`src/rtl/uart_tx_sender.sv`:
```
// UART transmitter: baud-tick generator, one-entry holding buffer, start/data/[parity]/stop serialiser.
// Define UART_TX_PARITY_EN to compile in an even-parity bit after the data bits.
module uart_tx_sender #(
    parameter int unsigned DBIT     = 8,
    parameter int unsigned SB_TICK  = 16,
    parameter int unsigned DVSR     = 163,
    parameter int unsigned DVSR_BIT = 8
) (
    input  logic            clk,
    input  logic            reset,
    input  logic            wr,
    input  logic [DBIT-1:0] w_data,
    output logic            ready,
    output logic            busy,
    output logic            tx_done_tick,
    output logic            tx
);

    // s must reach SB_TICK-1 for 1.5/2 stop bits, so it may need more than 4 bits
    localparam int unsigned S_W = (SB_TICK > 16) ? $clog2(SB_TICK) : 4;
    localparam int unsigned N_W = (DBIT > 1) ? $clog2(DBIT) : 1;

    typedef enum logic [2:0] {
        IDLE   = 3'd0,
        START  = 3'd1,
        DATA   = 3'd2,
        PARITY = 3'd3,
        STOP   = 3'd4
    } state_e;

    state_e                state_q, state_d;
    logic [DVSR_BIT-1:0]   b_q, b_d;
    logic [S_W-1:0]        s_q, s_d;
    logic [N_W-1:0]        n_q, n_d;
    logic [DBIT-1:0]       sh_q, sh_d;
    logic [DBIT-1:0]       buf_q, buf_d;
    logic                  bv_q, bv_d;
    logic                  tx_q, tx_d;
    logic                  done_q, done_d;
    logic                  ready_q, ready_d;
    logic                  busy_q, busy_d;
    logic                  s_tick;
`ifdef UART_TX_PARITY_EN
    logic                  par_q, par_d;
`endif

    assign s_tick = (b_q == DVSR_BIT'(DVSR - 1));

    always_ff @(posedge clk or negedge reset) begin
        if (!reset) begin
            state_q <= IDLE;
            b_q     <= '0;
            s_q     <= '0;
            n_q     <= '0;
            sh_q    <= '0;
            buf_q   <= '0;
            bv_q    <= 1'b0;
            tx_q    <= 1'b1;
            done_q  <= 1'b0;
            ready_q <= 1'b1;
            busy_q  <= 1'b0;
`ifdef UART_TX_PARITY_EN
            par_q   <= 1'b0;
`endif
        end else begin
            state_q <= state_d;
            b_q     <= b_d;
            s_q     <= s_d;
            n_q     <= n_d;
            sh_q    <= sh_d;
            buf_q   <= buf_d;
            bv_q    <= bv_d;
            tx_q    <= tx_d;
            done_q  <= done_d;
            ready_q <= ready_d;
            busy_q  <= busy_d;
`ifdef UART_TX_PARITY_EN
            par_q   <= par_d;
`endif
        end
    end

    always_comb begin
        state_d = state_q;
        b_d     = b_q;
        s_d     = s_q;
        n_d     = n_q;
        sh_d    = sh_q;
        buf_d   = buf_q;
        bv_d    = bv_q;
        done_d  = 1'b0;
        tx_d    = 1'b1;
`ifdef UART_TX_PARITY_EN
        par_d   = par_q;
`endif

        // baud counter runs only while a frame is on the line
        if (state_q == IDLE || s_tick) begin
            b_d = '0;
        end else begin
            b_d = b_q + DVSR_BIT'(1);
        end

        if (wr && !bv_q) begin
            buf_d = w_data;
            bv_d  = 1'b1;
        end

        case (state_q)
            IDLE: begin
                if (bv_q) begin
                    sh_d    = buf_q;
                    bv_d    = 1'b0;
                    s_d     = '0;
                    n_d     = '0;
                    state_d = START;
`ifdef UART_TX_PARITY_EN
                    par_d   = ^buf_q;
`endif
                end
            end
            START: begin
                if (s_tick) begin
                    if (s_q == S_W'(15)) begin
                        s_d     = '0;
                        n_d     = '0;
                        state_d = DATA;
                    end else begin
                        s_d = s_q + S_W'(1);
                    end
                end
            end
            DATA: begin
                if (s_tick) begin
                    if (s_q == S_W'(15)) begin
                        s_d  = '0;
                        sh_d = sh_q >> 1;
                        if (n_q == N_W'(DBIT - 1)) begin
`ifdef UART_TX_PARITY_EN
                            state_d = PARITY;
`else
                            state_d = STOP;
`endif
                        end else begin
                            n_d = n_q + N_W'(1);
                        end
                    end else begin
                        s_d = s_q + S_W'(1);
                    end
                end
            end
`ifdef UART_TX_PARITY_EN
            PARITY: begin
                if (s_tick) begin
                    if (s_q == S_W'(15)) begin
                        s_d     = '0;
                        state_d = STOP;
                    end else begin
                        s_d = s_q + S_W'(1);
                    end
                end
            end
`endif
            STOP: begin
                if (s_tick) begin
                    if (s_q == S_W'(SB_TICK - 1)) begin
                        s_d     = '0;
                        done_d  = 1'b1;
                        state_d = IDLE;
                    end else begin
                        s_d = s_q + S_W'(1);
                    end
                end
            end
            default: state_d = IDLE;
        endcase

        // line level follows the state being entered so tx is glitch-free
        case (state_d)
            START:   tx_d = 1'b0;
            DATA:    tx_d = sh_d[0];
`ifdef UART_TX_PARITY_EN
            PARITY:  tx_d = par_d;
`endif
            default: tx_d = 1'b1;
        endcase
    end

    assign ready_d = ~bv_d;
    assign busy_d  = (state_d != IDLE) | bv_d;

    assign ready        = ready_q;
    assign busy         = busy_q;
    assign tx_done_tick = done_q;
    assign tx           = tx_q;

endmodule
```
`config.mk`:
```
export PLATFORM = sky130hd
export DESIGN_NAME = uart_tx_sender
export DESIGN_NICKNAME = d
export VERILOG_FILES = /design/src/rtl/uart_tx_sender.sv
export SDC_FILE = /design/constraint.sdc
export NUM_CORES = 1
export LEC_CHECK = 0
export CORE_MARGIN = 4
export CORE_UTILIZATION = 40
export CTS_CLUSTER_SIZE = 40
export DETAILED_ROUTE_END_ITERATION = 16
export SETUP_SLACK_MARGIN = 0.02
export SLEW_MARGIN = 20
export SYNTH_ARGS = -nofsm -noshare
export SYNTH_HDL_FRONTEND = slang
export SYNTH_SLANG_ARGS = --single-unit
```
`constraint.sdc`:
```
create_clock -name clk -period 1.9 [get_ports clk]
set_input_delay 0.38 -clock clk [delete_from_list [all_inputs] [get_ports clk]]
set_output_delay 0.38 -clock clk [all_outputs]
set_load 0.005 [all_outputs]
```
==> flow_metrics.env <==
export IMPL_grt_start_max_net_pins=40
export IMPL_status="completed"
export IMPL_routed_via_count=1293
export IMPL_gp_congestion=0.7680
export IMPL_p_seq_frac=0.487
export IMPL_cts_tree="done"
export IMPL_worstReg2RegStart="s_q[0]"
export IMPL_synth_top_area_cell="dfrtp_1"
export IMPL_synth_distinct_cells=43
export IMPL_drt_wl_total_um=3683
export IMPL_syn_area_um2=1847
export IMPL_fmax_mhz=554.1
export IMPL_crit_family="simple AND/OR/NAND/NOR gates"
export IMPL_dp_final_hpwl_um=2636
export IMPL_finalPower_w=0.002627
export IMPL_pre_cts_ws_ns=0.06937
export IMPL_grt_pass1_wl_um=6527
export IMPL_cts_hold_buf=0
export IMPL_r2r_cells=5
export IMPL_required_ns=2.07
export IMPL_die_h_um=75.95
export IMPL_ir_drop_mv=0.6313
export IMPL_cp_arrival_ns=1.97
export IMPL_cts_inserted_buffers=5
export IMPL_place_inst=231
export IMPL_finalMaxSlewViolations=0
export IMPL_grtUsageTotal=0.1369
export IMPL_grt_pass1_vias=1404
export IMPL_finalWorstPathRequiredPeriod_ns=1.805
export IMPL_ys_ff_latch=39
export IMPL_slew_headroom=0.6682
export IMPL_path_max_fanout=4
export IMPL_critical_path_class="reg -> reg"
export IMPL_final_area_um2=2231
export IMPL_coreArea_um2=4414
export IMPL_final_cells=240
export IMPL_finalHoldViolCount=0
export IMPL_wl_per_cell_um=15.35
export IMPL_p_per_area_nw_per_um2=1177
export IMPL_die_area_um2=5768
export IMPL_rows=24
export IMPL_dr_pass1_iters=4
export IMPL_grt_overflow_total=0
export IMPL_async_flop_share=1.000
export IMPL_clkSlewWorstSetupHoldPaths_ns=0.08
export IMPL_clk_path_buf_depth=2
export IMPL_hp_class="in -> async"
export IMPL_htreeDepth=2
export IMPL_ant_nets=0
export IMPL_drt_iter0_markers=71
export IMPL_numPortBuffers=14
export IMPL_postPlaceCellArea_um2=2086
export IMPL_synth_area_per_cell_um2=11.40
export IMPL_p_int_w=0.001854
export IMPL_synth_edf_count=0
export IMPL_cp_end_kind="register"
export IMPL_start_util=0.4184
export IMPL_antenna_found_initial=0
export IMPL_synth_ff_type="dfrtp_1"
export IMPL_tritoncts_num_sinks=39
export IMPL_nets=203
export IMPL_worst_r2r_endpoint="busy"
export IMPL_cts_root_buf="clkbuf_8"
export IMPL_cp_num_buf_inv=0
export IMPL_setup_ws_ns=0.09513
export IMPL_synthTopCellsByArea="dfrtp_1 (50%), mux2_2 (5.5%), a22o_1 (3.8%)"
export IMPL_synth_top_cell_area_share=0.5014
export IMPL_pwr_share_comb=0.242
export IMPL_clockPowerShare=0.271
export IMPL_final_setup_skew_ns=0.006574
export IMPL_drc=0
export IMPL_rrSetupSlack_ns=0.1
export IMPL_n_antenna_cell=0
export IMPL_setup_viol=0
export IMPL_switching_share=0.2940
export IMPL_via_per_inst=5.388
export IMPL_syn_num_nets=178
export IMPL_critPathMaxStageDelay_ns=0.39
export IMPL_crit_slowest_cell="or4_1"
export IMPL_syn2layout_area_growth_pct=20.80
export IMPL_io_pins=15
export IMPL_crit_path_start_kind="register"
export IMPL_drv_cap=0
export IMPL_insertion_delay_ns=0.29
export IMPL_ys_warnings_count=0
export IMPL_p_leak_nw=1.025
export IMPL_synth_sequential_area_ratio=0.5298
export IMPL_power_switching_w=0.0007723
export IMPL_worst_pin_slew_ns=0.4977
export IMPL_die_w_um=75.95
export IMPL_worst_path_stages=5
export IMPL_synthesis_instances=162
export IMPL_path_cells="ha_1 > nand3_1 > o31ai_4 > a21oi_1 > or4_1"
export IMPL_finalCritPeriodShare=0.9499
export IMPL_critical_path_endpoint="busy"
export IMPL_critPathLaunch="s_q[0]"
export IMPL_drive_above_1_share=0.2074
==> power by group through the flow <==
stage / Clock, W / Combinational, W / Sequential [W]
final: 0.000712 / 0.000635 / 0.00128
after floorplan: 0 / 0.000458 / 0.00124
after global placement: 0 / 0.000612 / 0.00128
after global routing: 0.000766 / 0.000718 / 0.00132
after detailed placement: 0 / 0.000633 / 0.00129
after CTS: 0.000736 / 0.000637 / 0.00128
==> synth_stat cells (2+ instances only) <==
cell type / number
a21o_1: 8
a21oi_1: 2
a22o_1: 8
a31oi_1: 2
and2_1: 2
and3_1: 3
buf_2: 5
dfrtp_1: 37
dfstp_2: 2
ha_1: 5
inv_1: 4
mux2_2: 9
mux2i_1: 3
nand2_1: 9
nand3_1: 7
nand4_1: 3
nor2_1: 12
nor2b_1: 2
nor3_1: 4
o21ai_0: 4
o21ai_1: 3
xnor2_1: 4
xor2_1: 4
==> metrics by stage <==
| stage | hold WS, ns | utilization | TNS (ns) |
|---|---|---|---|
| after CTS | 0.1504 | 0.4992 | 0 |
| after floorplan | 0.08441 | - | 0 |
| after detailed placement | 0.4662 | 0.4725 | 0 |
| after global routing | 0.1843 | 0.5054 | -0.02720 |
| after global placement | 0.4592 | 0.4725 | 0 |
| final | 0.1374 | 0.5054 | 0 |
==> how the worst min path moves through the flow <==
stage               cells past startpoint  start      to
global route                            2  reset    bv_q
detailed placement                      2  reset  n_q[0]
finish                                  2  reset  n_q[0]
CTS                                     2  reset  b_q[6]
global placement                        2  reset  n_q[1]
floorplan                               0  reset  b_q[0]
==> logic make-up (layout without fill, tap and decap cells) <==
logic type,after synthesis,in the layout,share of synthesized area
simple gates,55,55,0.1653
flops,39,39,0.5298
compound gates,33,33,0.1382
mux,12,12,0.07114
buf+inv,10,36,0.02371
xor+xnor,8,8,0.03794
fa+ha+maj,5,5,0.03388
==> sequential cells by signal (all words and copies together) (netlist names) <==
signal        count
tx                1
n_q               3
tx_done_tick      1
sh_q              8
busy              1
b_q               8
buf_q             8
s_q               4
ready             1
bv_q              1
state_q           3
==> layout by cell type, fill, tap and decap left out, types with 5 or more instances in the layout <==
cell,count
nor2_1,11
nand2_1,9
clkbuf_8,6
ha_1,5
mux2_2,9
a21o_1,8
clkdlybuf4s50_1,13
buf_4,10
dfrtp_1,37
nand3_1,7
a22o_1,8
==> layout make-up <==
class                   count  area [um2]
well taps                  52       65.06
repair buffers             24       210.2
multi-input cells         113       844.6
clock inverters             2       35.03
clock buffers               6       82.58
fillers                   405        2183
flip-flops and latches     39       978.4
inverters                   4       15.01
==> what timing repair did <==
action                     in CTS  in global routing
resized for setup               0                  3
setup endpoints to repair       0                  9
setup buffers                   0                  1
==> metal layers <==
metal / global-route usage / part of all wire
met5: 0 / 0
met2: 0.2046 / 0.46
met4: 0.05160 / 0.011
met3: 0.03436 / 0.030
met1: 0.1902 / 0.50
Power figures use the tool's default switching activity.
